--- src/rtl/rand_cell_picker.sv ---
// rtl/rand_cell_picker.sv - picks a random free board cell and a spawn tile value
//
// Optional feature macro: RAND_CELL_PICKER_FASTFULL_EN
//   When defined, a request against a completely full board completes on the
//   accepting edge without entering the scan.
//
// Ports:
//   clk        in   clock, rising edge
//   rst        in   asynchronous active-high reset
//   rand_in    in   16-bit random word, sampled when a request is accepted
//   occupied   in   CELLS-bit occupancy map, sampled when a request is accepted
//   req        in   spawn request, accepted only while idle
//   busy       out  scan in progress
//   done       out  one-cycle completion pulse
//   found      out  1 = free cell chosen, 0 = board full
//   cell_idx   out  chosen cell index
//   tile_four  out  1 = spawn a 4, 0 = spawn a 2
module rand_cell_picker #(
    parameter int         IDX_W       = 4,
    parameter logic [7:0] FOUR_THRESH = 8'd26
) (
    input  logic                  clk,
    input  logic                  rst,
    input  logic [15:0]           rand_in,
    input  logic [2**IDX_W-1:0]   occupied,
    input  logic                  req,
    output logic                  busy,
    output logic                  done,
    output logic                  found,
    output logic [IDX_W-1:0]      cell_idx,
    output logic                  tile_four
);

    localparam int CELLS = 2**IDX_W;
    localparam logic [IDX_W-1:0] ONE = {{(IDX_W-1){1'b0}}, 1'b1};

    typedef enum logic {IDLE, SCAN} state_t;

    state_t             state_q, state_d;
    logic [CELLS-1:0]   snap_q, snap_d;
    logic [IDX_W-1:0]   ptr_q, ptr_d;
    logic [IDX_W-1:0]   cnt_q, cnt_d;
    logic               four_q, four_d;
    logic               busy_q, busy_d;
    logic               done_q, done_d;
    logic               found_q, found_d;
    logic [IDX_W-1:0]   idx_q, idx_d;
    logic               tile_q, tile_d;
    logic               fast_full;

    // Only the index bits and the top byte of the random word matter; the rest
    // is folded here so it is consumed explicitly.
    logic unused_rand;
    assign unused_rand = ^rand_in;

`ifdef RAND_CELL_PICKER_FASTFULL_EN
    assign fast_full = &occupied;
`else
    assign fast_full = 1'b0;
`endif

    always_comb begin
        state_d = state_q;
        snap_d  = snap_q;
        ptr_d   = ptr_q;
        cnt_d   = cnt_q;
        four_d  = four_q;
        busy_d  = busy_q;
        done_d  = 1'b0;
        found_d = found_q;
        idx_d   = idx_q;
        tile_d  = tile_q;

        case (state_q)
            IDLE: begin
                if (req) begin
                    if (fast_full) begin
                        done_d  = 1'b1;
                        found_d = 1'b0;
                        idx_d   = '0;
                        tile_d  = 1'b0;
                    end else begin
                        snap_d  = occupied;
                        ptr_d   = rand_in[IDX_W-1:0];
                        cnt_d   = '0;
                        four_d  = (rand_in[15:8] < FOUR_THRESH);
                        busy_d  = 1'b1;
                        state_d = SCAN;
                    end
                end
            end
            SCAN: begin
                if (!snap_q[ptr_q]) begin
                    found_d = 1'b1;
                    idx_d   = ptr_q;
                    tile_d  = four_q;
                    done_d  = 1'b1;
                    busy_d  = 1'b0;
                    state_d = IDLE;
                end else if (&cnt_q) begin
                    // Every cell visited once: the board is full.
                    found_d = 1'b0;
                    idx_d   = '0;
                    tile_d  = 1'b0;
                    done_d  = 1'b1;
                    busy_d  = 1'b0;
                    state_d = IDLE;
                end else begin
                    // Natural IDX_W-bit overflow gives the wrap from the last cell to 0.
                    ptr_d = ptr_q + ONE;
                    cnt_d = cnt_q + ONE;
                end
            end
            default: state_d = IDLE;
        endcase
    end

    always_ff @(posedge clk or posedge rst) begin
        if (rst) begin
            state_q <= IDLE;
            snap_q  <= '0;
            ptr_q   <= '0;
            cnt_q   <= '0;
            four_q  <= 1'b0;
            busy_q  <= 1'b0;
            done_q  <= 1'b0;
            found_q <= 1'b0;
            idx_q   <= '0;
            tile_q  <= 1'b0;
        end else begin
            state_q <= state_d;
            snap_q  <= snap_d;
            ptr_q   <= ptr_d;
            cnt_q   <= cnt_d;
            four_q  <= four_d;
            busy_q  <= busy_d;
            done_q  <= done_d;
            found_q <= found_d;
            idx_q   <= idx_d;
            tile_q  <= tile_d;
        end
    end

    assign busy      = busy_q;
    assign done      = done_q;
    assign found     = found_q;
    assign cell_idx  = idx_q;
    assign tile_four = tile_q;

endmodule

--- config.mk ---
export PLATFORM = sky130hd
export DESIGN_NAME = rand_cell_picker
export DESIGN_NICKNAME = d
export VERILOG_FILES = /design/src/rtl/rand_cell_picker.sv
export SDC_FILE = /design/constraint.sdc
export NUM_CORES = 1
export LEC_CHECK = 0
export BUFFER_PORTS_ARGS = -buffer_cell sky130_fd_sc_hd__buf_2
export CAP_MARGIN = 20
export CORE_ASPECT_RATIO = 0.7
export CORE_MARGIN = 3
export CORE_UTILIZATION = 40
export CTS_CLUSTER_DIAMETER = 50
export CTS_CLUSTER_SIZE = 25
export DETAILED_ROUTE_END_ITERATION = 8
export PLACE_DENSITY = 0.66
export SYNTH_ARGS = -nofsm -noshare
export SYNTH_HDL_FRONTEND = slang
export SYNTH_SLANG_ARGS = --single-unit
export TNS_END_PERCENT = 1
--- constraint.sdc ---
create_clock -name clk -period 2.1 [get_ports clk]
set_input_delay 0.105 -clock clk [delete_from_list [all_inputs] [get_ports clk]]
set_output_delay 0.105 -clock clk [all_outputs]
set_load 0.05 [all_outputs]
==> metrics list, run 1 <==
* Run status: finished with violations
* Violations in the final reports: setup timing
- TritonCTS clock tree: done
- Entering global routing, the biggest net connects 35 pins.
- The first TritonRoute pass finished after 4 iterations.
- The HPWL after detailed placement is 2710 µm.
* Clock buffer count from CTS: 5
- The worst setup path is of the reg -> reg kind.
* Number of setup violations in the final report: 12
- PnR worst setup slack: -0.153 ns
- No sink is reached through more buffers than the 2 on the longest clock path.
- The core region is between 3000 and 4000 µm².
- Root buffer cell: sky130_fd_sc_hd__clkbuf_8
* Final Critical Period: 2.25 ns
- Die width: 83.3 µm
- Input and output buffers added on the ports amount to 37.
- IR analysis of the VDD net gives a maximum drop of 0.876 mV.
* Starting DRT DRC Count: 88
* Net count, final: 250
- Vias after detailed routing: 1351
- The tree built by TritonCTS fans out to 34 sinks.
- Clock latency on the worst-skew pair: 0.30 ns
- After clock tree synthesis, the clock-pin slew on the worst setup and hold paths is 0.07 ns.
* Leakage component of the power: 1.10 nW
* Utilization after layout: 54.5%
- The total overflow left after global routing is 0.
- During I/O placement, the number of pins put on the boundary was 43.
- In this run the worst hold path is classified as in -> reg.
- Largest fanout on the critical path: 7
- H-tree Lvls: 2
- The initial antenna violation count was 0.
- The first global-routing pass estimated 6520 µm of wire.
* Number of nets with antenna violations after routing: 0
- Area of the mapped netlist: 1670 µm²
* Share of synthesized area occupied by flip-flops and latches: 50.8%
- When the netlist entered floorplanning its net count stood at approximately 190.
* Leading cell type in the layout, fill and taps excluded: sky130_fd_sc_hd__nand2_1
- The cell count after synthesis came out at 154.
* Number of rows in the core area: 19
- Endpoint class of the critical path: flop
* Ys Warns: 0
- Total power: ~0.0035 W
- The repair_antennas step left the layout with diodes totalling 0.
* Fill cell count: between 300 and 400
* Worst Tran Pin Value: 0.433 ns
* Number of global-route vias before repair: about 1400
- Crit path arrival time: around 2.4 ns
- The worst setup path is launched from a flop.
* Relative slew slack: 71.1%
- Leading cell types in the layout, fill and taps excluded: 53 x sky130_fd_sc_hd__nand2_1, 37 x sky130_fd_sc_hd__buf_2, 33 x sky130_fd_sc_hd__dfrtp_1, 12 x sky130_fd_sc_hd__buf_4, 9 x sky130_fd_sc_hd__dlygate4sd3_1
* Final Max Slew Viols: 0
* Sequential cell area in the final layout: 852 µm²
- The tool flagged a number of max-cap violations equal to 0.
- Total of flip-flops plus latches after synthesis: 34
- Period utilization: 107%
- From synthesis to final layout, the design area changed by 29.2%.
* DIE AREA: 5010 µm²
- Before CTS, the worst setup slack after placement is -0.289 ns.
- Wires add up to 3840 µm.
* Avg Cell Area, Syn: roughly 11 µm²
- RSZ-0062 raised after global routing: true
- After detailed routing, the number of remaining DRC violations is 0.
- Dividing the detail-routed via count by the number of cells gives just over 5.
- Skew final: 0.00883 ns
- Fin. Hold Viols: 0
- Dividing the detail-routed wire length by the instance count gives 14.4 µm.
- For this design the ratio of total power to cell area is 1610 nW/µm².
- Summing all multi-input logic gate instances after layout gives 748 µm².
- Max Fclk: approximately 440 MHz
* GRT Overall Usage: 17.2%
* Die Y-Extent: between 60 and 70 µm
* Share of final-layout standard cells stronger than drive strength 1: 35.5%
- Yosys mapped the design onto 37 distinct sky130hd cell types.
- For the worst setup path, the data required time is between 2 and 2.5 ns.
- For this configuration, the core starts out at a cell density of roughly 42%.
- Placer Congestion: slightly above 0.8
## final timing paths
path / start / slack [ns] / to / cells after the start
setup / recovery: ptr_q[2] / -0.15 / cnt_q[2] / 5
hold / removal: occupied[13] / 0.004 / snap_q[13] / 3
setup reg to reg: ptr_q[2] / -0.15 / cnt_q[2] / 5
hold reg to reg: four_q / 0.48 / four_q / 2
max in group asynchronous: rst / 1.33 / ptr_q[2] / 4
min in group asynchronous: rst / 0.43 / done / 4
## per-layer routing
metal | global-route usage, % | wire length (µm)
met4 | 9.79 | 89
met2 | 27.1 | 1740
met3 | 5.23 | 264
met1 | 21.4 | 1750
met5 | 0 | 0
## synth_stat cells
master,count,share of area [%]
sky130_fd_sc_hd__nand2_1,53,12
sky130_fd_sc_hd__dfrtp_1,34,51
sky130_fd_sc_hd__nand3_1,7,2.1
sky130_fd_sc_hd__clkbuf_1,6,1.3
sky130_fd_sc_hd__mux4_2,4,5.4
sky130_fd_sc_hd__a22o_1,3,1.6
sky130_fd_sc_hd__inv_1,3,0.67
sky130_fd_sc_hd__mux4_1,3,4.7
sky130_fd_sc_hd__nor2_1,3,0.67
sky130_fd_sc_hd__o21ai_0,3,0.90
sky130_fd_sc_hd__a21o_2,2,1.0
sky130_fd_sc_hd__a21oi_1,2,0.60
sky130_fd_sc_hd__a22o_2,2,1.2
sky130_fd_sc_hd__ha_1,2,1.5
sky130_fd_sc_hd__mux2_2,2,1.3
sky130_fd_sc_hd__mux2i_1,2,1.2
sky130_fd_sc_hd__nand4b_1,2,1.0
sky130_fd_sc_hd__nor2b_1,2,0.75
sky130_fd_sc_hd__a21oi_4,1,0.97
sky130_fd_sc_hd__a221o_1,1,0.60
sky130_fd_sc_hd__a22oi_1,1,0.45
sky130_fd_sc_hd__a32o_1,1,0.60
sky130_fd_sc_hd__and2_2,1,0.45
sky130_fd_sc_hd__and2_4,1,0.52
sky130_fd_sc_hd__and3_2,1,0.45
sky130_fd_sc_hd__and4b_2,1,0.67
sky130_fd_sc_hd__buf_6,1,0.67
sky130_fd_sc_hd__bufbuf_16,1,1.9
sky130_fd_sc_hd__clkinv_1,1,0.22
sky130_fd_sc_hd__mux2_1,1,0.67
sky130_fd_sc_hd__nand2b_1,1,0.37
sky130_fd_sc_hd__nand3b_1,1,0.45
sky130_fd_sc_hd__nor3_1,1,0.30
sky130_fd_sc_hd__nor3b_1,1,0.45
sky130_fd_sc_hd__o211ai_1,1,0.45
sky130_fd_sc_hd__o221ai_1,1,0.52
sky130_fd_sc_hd__xnor2_1,1,0.52
## state kept, by name, indices dropped and copies added (netlist names)
signal,cells
snap_q,16
cell_idx,4
cnt_q,4
ptr_q,4
busy,1
done,1
found,1
four_q,1
state_q,1
tile_four,1
## power by group
group / switching [W] / internal, W / total, W
logic: 0.000933 / 0.000829 / 0.00176
registers: 0.000259 / 0.000955 / 0.00121
clock network: 0.000246 / 0.000263 / 0.000509
total: 0.00144 / 0.00205 / 0.00349
## worst max-delay path, cell delays in order, from the launching register on
cell and delay (ns):
sky130_fd_sc_hd__dfrtp_2 0.43, sky130_fd_sc_hd__buf_6 0.13, sky130_fd_sc_hd__mux4_2 0.49, sky130_fd_sc_hd__mux4_2 0.57, sky130_fd_sc_hd__and4b_2 0.26, sky130_fd_sc_hd__a221o_1 0.26
## cell families (layout without fill, tap and decap cells)
logic type / Yosys count / in the layout / share of synthesized area (%)
xor gates and xnor gates: 1 / 1 / 0.523
muxes: 12 / 12 / 13.3
DFF: 34 / 34 / 50.8
adders and majority gates: 2 / 2 / 1.49
buffers and inverters: 12 / 72 / 4.86
AOI/OAI and AO/OA: 18 / 18 / 8.89
and+or+nand+nor: 75 / 75 / 20.1
## repair_timing
item | CTS | global route
pin swaps | 0 | 2
buffers inserted | 2 | 1
gates resized for setup | 3 | 1
endpoints found under the hold margin | 42 | 0
setup endpoints to repair | 17 | 16
hold buffers | 9 | 0
## area by class of cell
cell class | count | share of cell area (%)
Sequential cell | 34 | 39.4
Multi-Input combinational cell | 108 | 34.6
Clock inverter | 2 | 0.578
Inverter | 4 | 0.694
Tap cell | 52 | 3.01
Timing Repair Buffer | 60 | 17.9
Clock buffer | 6 | 3.82
## per-stage QoR
stage / TNS [ns] / std cells / hold slack, ns / cell area [µm²]
3_3_place_gp: -1.39 / 246 / 0.208 / 1940
6_report: -1.13 / 266 / 0.00359 / 2160
3_5_place_dp: -3.28 / 246 / 0.225 / 1940
5_1_grt: -1.93 / 266 / 0.00355 / 2160
2_1_floorplan: -0.151 / 154 / 0.210 / 1670
4_1_cts: -0.920 / 265 / 0.000811 / 2150
No activity file was read; power rests on OpenSTA's default activity.
==> run 2, diff against run 1 <==
--- a/config.mk
+++ b/config.mk
@@ -13,7 +13,7 @@
 export CTS_CLUSTER_DIAMETER = 50
 export CTS_CLUSTER_SIZE = 25
 export DETAILED_ROUTE_END_ITERATION = 8
-export PLACE_DENSITY = 0.66
+export PLACE_DENSITY = 0.71
 export SYNTH_ARGS = -nofsm -noshare
 export SYNTH_HDL_FRONTEND = slang
 export SYNTH_SLANG_ARGS = --single-unit
==> metrics list, run 2 (synthesis gave the netlist of run 1 again) <==
- In the final layout, the share of cells above drive strength 1 is 37.1%.
* GRT Overall Usage: 16.3%
* Placed Cells: 251
- Top register by number of flip-flops: snap_q
- Via-per-instance ratio: 4.97
* Skew final: 0.00367 ns
- For this configuration, the core starts out at a cell density of 42.2%.
- The H-tree was split into 2 levels.
- DIE AREA: around 5000 µm²
- Pin count of the biggest net entering global routing: 35
- Across the run, the number of max-cap violations was 0.
* Clock latency on the worst-skew pair: 0.29 ns
- During I/O placement, the number of pins put on the boundary was 43.
- Path type of the worst setup path: reg -> reg
- Number of buffers on the longest clock path: 2
- The tree is rooted in a sky130_fd_sc_hd__clkbuf_8.
- Leading cell types in the layout, fill and taps excluded: 53 x sky130_fd_sc_hd__nand2_1, 37 x sky130_fd_sc_hd__buf_2, 33 x sky130_fd_sc_hd__dfrtp_1, 20 x sky130_fd_sc_hd__buf_4, 10 x sky130_fd_sc_hd__dlygate4sd3_1
- The library cell used most frequently in the layout, excluding fill and tap cells, is sky130_fd_sc_hd__nand2_1.
* Worst Tran Pin Value: 0.428 ns
- The final hold violation count was 0.
- Number of flip-flops in the largest register: 16
* Total half-perimeter wirelength after legalization and detailed placement: 2690 µm
- Fill cells in the final layout number 350.
- Post-detailed-route wirelength per cell: 14.2 µm
- PnR worst setup slack: -0.122 ns
- Setup WS pre-CTS: -0.299 ns
- Port buffering added 37 buffers.
- Detailed routing inserted a total of 1356 vias.
- The first TritonRoute pass finished after 4 iterations.
- Dividing total power by cell area gives a power density of approximately 1600 nW/µm².
- Global routing used 5.65% of the available met3 tracks.
* Max Fclk: about 450 MHz
- Period utilization: 106%
- Power comes to 0.00357 W.
- Net count, final: roughly 260
- Final Critical Period: 2.22 ns
* Number of rows in the core area: 19
- The global routing stage identified its most utilized layer as met2.
* Count of clock tree sinks: 34
* Area growth syn-to-layout: 31.5%
* TritonCTS clock tree: done
- The initial antenna violation count was 0.
* CP Data Required Time: 2.27 ns
- TritonCTS created 5 clock buffers.
- After global routing the overflow that remains totals 0.
- Maximum vdd drop: 0.952 mV
- Setup repair after global routing could not meet its margin everywhere.
- The worst setup path is captured at a flop.
* Largest fanout on the critical path: 7
- Setup violations remaining at the end of the flow were counted as 13.
- Die Y-Extent: 60.1 µm
- Number of remaining DRC errors: 0
* Clock slew at the register clock pins of the worst setup and hold paths: 0.07 ns
* Core area: 3970 µm²
- Wire length reported by the detailed router: 3870 µm
- In this run the horizontal extent of the chip is around 83 µm.
* Violations in the final reports: setup timing
* Non-filler cells, final: between 200 and 300
- The run finished, with violations left.
* Crit path arrival time: 2.39 ns
* Worst hold path type: in -> reg
- Placer Congestion: 0.778
* Launching element type of the critical path: flop
- Number of nets with antenna violations after routing: 0
- Leakage component of the power: 1.13 nW
- Starting DRT DRC Count: 83
- First-pass GRT wire length: 6240 µm
- N_diodes: 0
- The count of final max-slew check failures came to 0.
* Relative slew slack: 71.4%
- Met2 track utilization from global routing: 25.8%
- Global routing met1 resource utilization: around a fifth
- The number of global-route vias before repair was between 1000 and 1500.
run 2: path summary, 6_finish.rpt:
kind	startpoint	to	slack, ns	cells past startpoint
setup / recovery	ptr_q[2]	cnt_q[2]	-0.12	4
hold / removal	occupied[15]	snap_q[15]	0.01	3
setup reg to reg	ptr_q[2]	cnt_q[2]	-0.12	4
hold reg to reg	snap_q[0]	snap_q[0]	0.48	2
max in group asynchronous	rst	ptr_q[2]	1.31	4
min in group asynchronous	rst	snap_q[14]	0.45	4
run 2: layer usage:
| metal | routed length [µm] | part of all wire, % |
|---|---|---|
| met2 | 1760 | 45 |
| met1 | 1860 | 48 |
| met4 | 36 | 0.93 |
| met3 | 223 | 5.8 |
| met5 | 0 | 0 |
run 2: final cells by class:
| class | count | area [µm²] | share of cell area [%] |
|---|---|---|---|
| tap | 52 | 65.1 | 2.96 |
| inverter | 4 | 15.0 | 0.682 |
| clock buffer | 7 | 86.3 | 3.92 |
| timing repair buffer | 67 | 435 | 19.8 |
| sequential | 34 | 852 | 38.7 |
| clock inverter | 1 | 5.00 | 0.227 |
| multi-input combinational | 108 | 742 | 33.7 |
run 2: power breakdown:
part           switching [W]  leakage (nW)  total, W  internal [W]
Clock               0.000236        0.0482  0.000500      0.000264
Sequential          0.000266         0.419   0.00122      0.000956
Combinational       0.000931         0.660   0.00185      0.000915
run 2: worst max-delay path, cell delays in order, from the launching register on:
cell,delay (ns)
sky130_fd_sc_hd__dfrtp_2,0.47
sky130_fd_sc_hd__mux4_2,0.53
sky130_fd_sc_hd__mux4_2,0.60
sky130_fd_sc_hd__and4b_2,0.25
sky130_fd_sc_hd__a221o_1,0.25
run 2: stage by stage:
stage | utilization (%) | hold WS [ns] | setup TNS, ns | cell area [µm²]
6_report | 55.4 | 0.0113 | -1.09 | 2200
5_1_grt | 55.4 | 0.00814 | -1.82 | 2200
3_5_place_dp | 49.8 | 0.219 | -3.09 | 1980
2_1_floorplan | - | 0.210 | -0.151 | 1670
3_3_place_gp | 49.8 | 0.218 | -2.06 | 1980
4_1_cts | 54.7 | 0.000850 | -0.952 | 2170
run 2: repair_timing:
action                                  CTS  global route
gates cloned                              0             0
endpoints found under the setup margin   16            15
pin swaps                                 2             1
hold buffers                              9             1
buffers inserted                          2             2
hold endpoints to repair                 42             1
gates resized for setup                   2             1
==> run 3, diff against run 2 <==
--- a/config.mk
+++ b/config.mk
@@ -13,6 +13,7 @@
 export CTS_CLUSTER_DIAMETER = 50
 export CTS_CLUSTER_SIZE = 25
 export DETAILED_ROUTE_END_ITERATION = 8
+export MAX_ROUTING_LAYER = met4
 export PLACE_DENSITY = 0.71
 export SYNTH_ARGS = -nofsm -noshare
 export SYNTH_HDL_FRONTEND = slang
==> constraint.sdc (replaced) <==
create_clock -name clk -period 2.1 [get_ports clk]
set_input_delay 0.105 -clock clk [delete_from_list [all_inputs] [get_ports clk]]
set_output_delay 0.105 -clock clk [all_outputs]
set_load 0.01 [all_outputs]
==> metrics list, run 3 (synthesis gave the netlist of run 1 again) <==
* Number of flip-flops in the largest register: 16
- Family with the most delay on the worst path: multiplexers
* Leakage component of the power: 1.13 nW
* Number of remaining DRC errors: 0
* Slowest cell on the critical path: sky130_fd_sc_hd__mux4_2
* RSZ-0062 raised after global routing: true
- Of all nets on the critical path, the largest fanout is 7.
- Path type of the worst setup path: reg -> reg
- After the flow finishes, the layout carries non-filler instances totaling 273.
* DIE AREA: between 5000 and 6000 µm²
* Top register by number of flip-flops: snap_q
* Router iterations before antenna repair: 4
- Worst Tran Pin Value: 0.432 ns
* Die width: 83.3 µm
- The first global-routing pass estimated 6250 µm of wire.
* Endpoint class of the critical path: flop
- IO buf count: 37
- Maximum vdd drop: 0.747 mV
* Starting DRT DRC Count: 81
* CP Data Required Time: between 2 and 2.5 ns
- Violations in the final reports: setup timing
* Most frequent cell on the critical path: sky130_fd_sc_hd__mux4_2
- The routed design has 3860 µm of wire.
- Root buffer cell: sky130_fd_sc_hd__clkbuf_8
- The floorplan has 19 rows.
* Area of all placed cells without fillers: roughly 2200 µm²
- The area growth from synthesis to layout is 31.5%.
- Crit path arrival time: 2.39 ns
* Skew final: 0.00366 ns
- The completed layout was analyzed and its total power is 0.00337 W.
* Overall overflow remaining after global route: 0
- The H-tree was split into 2 levels.
* Total half-perimeter wirelength after legalization and detailed placement: 2690 µm
- Relative slew slack: between 70% and 80%
- In this design, the stage delay of the slowest critical-path cell is approximately 0.60 ns.
- Met3 Resource Use GR: 5.65%
* CP Cell Sequence: mux4_2, mux4_2, and4b_2, a221o_1
* Count of buffer and inverter cells on the critical path: 0
* Number of global-route vias before repair: around 1400
- The total area inside the core boundary comes to approximately 4000 µm².
- Leaving out fill and tap cells, the most frequent cell in the layout is sky130_fd_sc_hd__nand2_1.
- Worst hold path type: in -> reg
* Final TNS setup: -1.08 ns
- Max Fclk: 450 MHz
* Clock latency on the worst-skew pair: about 0.29 ns
- The run finished, with violations left.
* Post-detailed-route wirelength per cell: 14.1 µm
- Met2 track utilization from global routing: 25.8%
- Number of buffers on the longest clock path: 2
* Period utilization: 106%
* PnR worst setup slack: -0.121 ns
- Cell area reported after detailed placement: 1980 µm²
- GR peak layer: met2
- TritonCTS clock tree: done
- Final Critical Period: 2.22 ns
- Ratio of total power to cell area: 1530 nW/µm²
- Global routing used 16.8% of the available tracks across all layers.
* Via-per-instance ratio: 4.98
- Starting density of the core: 42.2%
* Final Max Slew Viols: 0
- Of the cells placed in the final design, the portion with a size suffix greater than 1 is 37.1%.
- Initial antenna violation count: 0
- The number of clock buffers added by TritonCTS is 5.
- Clock tree synthesis found a total of 34 sinks.
- Die Y-Extent: 60.1 µm
* Max cap viols: 0
* Fin. Hold Viols: 0
- Pin count of the biggest net entering global routing: 35
- After detailed placement, the design holds a cell count of 251.
* Leading cell types in the layout, fill and taps excluded: 53 x sky130_fd_sc_hd__nand2_1, 37 x sky130_fd_sc_hd__buf_2, 33 x sky130_fd_sc_hd__dfrtp_1, 20 x sky130_fd_sc_hd__buf_4, 10 x sky130_fd_sc_hd__dlygate4sd3_1
- Number of nets with antenna violations after routing: 0
- Placer Congestion: around 0.8
- The net count of the finished layout is 257.
- Utilization after layout: 55.4%
- Launching element type of the critical path: flop
- Number of setup violations in the final report: 13
- Clock slew at the register clock pins of the worst setup and hold paths: ~0.070 ns
- 43 I/O pins were placed.
* N_diodes: 0
- The routed layout has 1360 vias.
- For met1 alone, demand over resource in global routing was 21.2%.
==> run 3: repair_timing <==
item | CTS | global route
resized for setup | 2 | 1
pin swaps | 2 | 1
buffers inserted | 2 | 2
hold endpoints to repair | 42 | 1
endpoints found under the setup margin | 16 | 15
hold buffers | 9 | 1
==> run 3: cell type report <==
cell class	instances	area, µm²
clock buffer	7	86.3
clock inverter	1	5.00
fill	350	1770
inverter	4	15.0
multi-input combinational	108	742
sequential	34	852
tap	52	65.1
timing repair buffer	67	435
==> run 3: routing by layer <==
| metal | vias up | part of all wire (%) |
|---|---|---|
| li1 | 661 | - |
| met1 | 654 | 48 |
| met2 | 42 | 45 |
| met3 | 3 | 5.9 |
| met4 | 0 | 0.93 |
| met5 | - | 0 |
==> run 3: worst paths after layout <==
check / from / end / slack [ns] / cells after the start
max in group asynchronous: rst / ptr_q[2] / 1.32 / 4
max: ptr_q[2] / cnt_q[2] / -0.12 / 4
min: occupied[15] / snap_q[15] / 0.01 / 3
max reg2reg: ptr_q[2] / cnt_q[2] / -0.12 / 4
min in group asynchronous: rst / snap_q[14] / 0.45 / 4
min reg2reg: snap_q[0] / snap_q[0] / 0.48 / 2
==> run 3: tightest hold or removal path: stages <==
cell                      delay, ns
sky130_fd_sc_hd__buf_2         0.07
sky130_fd_sc_hd__nand2_1       0.04
sky130_fd_sc_hd__nand2_1       0.05
==> run 3: power by group <==
group          total, W  switching, W  internal [W]
Combinational   0.00165      0.000731      0.000914
Sequential      0.00122      0.000265      0.000956
Clock          0.000501      0.000237      0.000264
==> run 3: metrics by stage <==
step / setup WS, ns / hold slack, ns
after floorplan: -0.0881 / 0.210
after CTS: -0.130 / 0.000850
after global routing: -0.177 / 0.00814
after detailed placement: -0.299 / 0.219
final: -0.121 / 0.0108
after global placement: -0.232 / 0.218
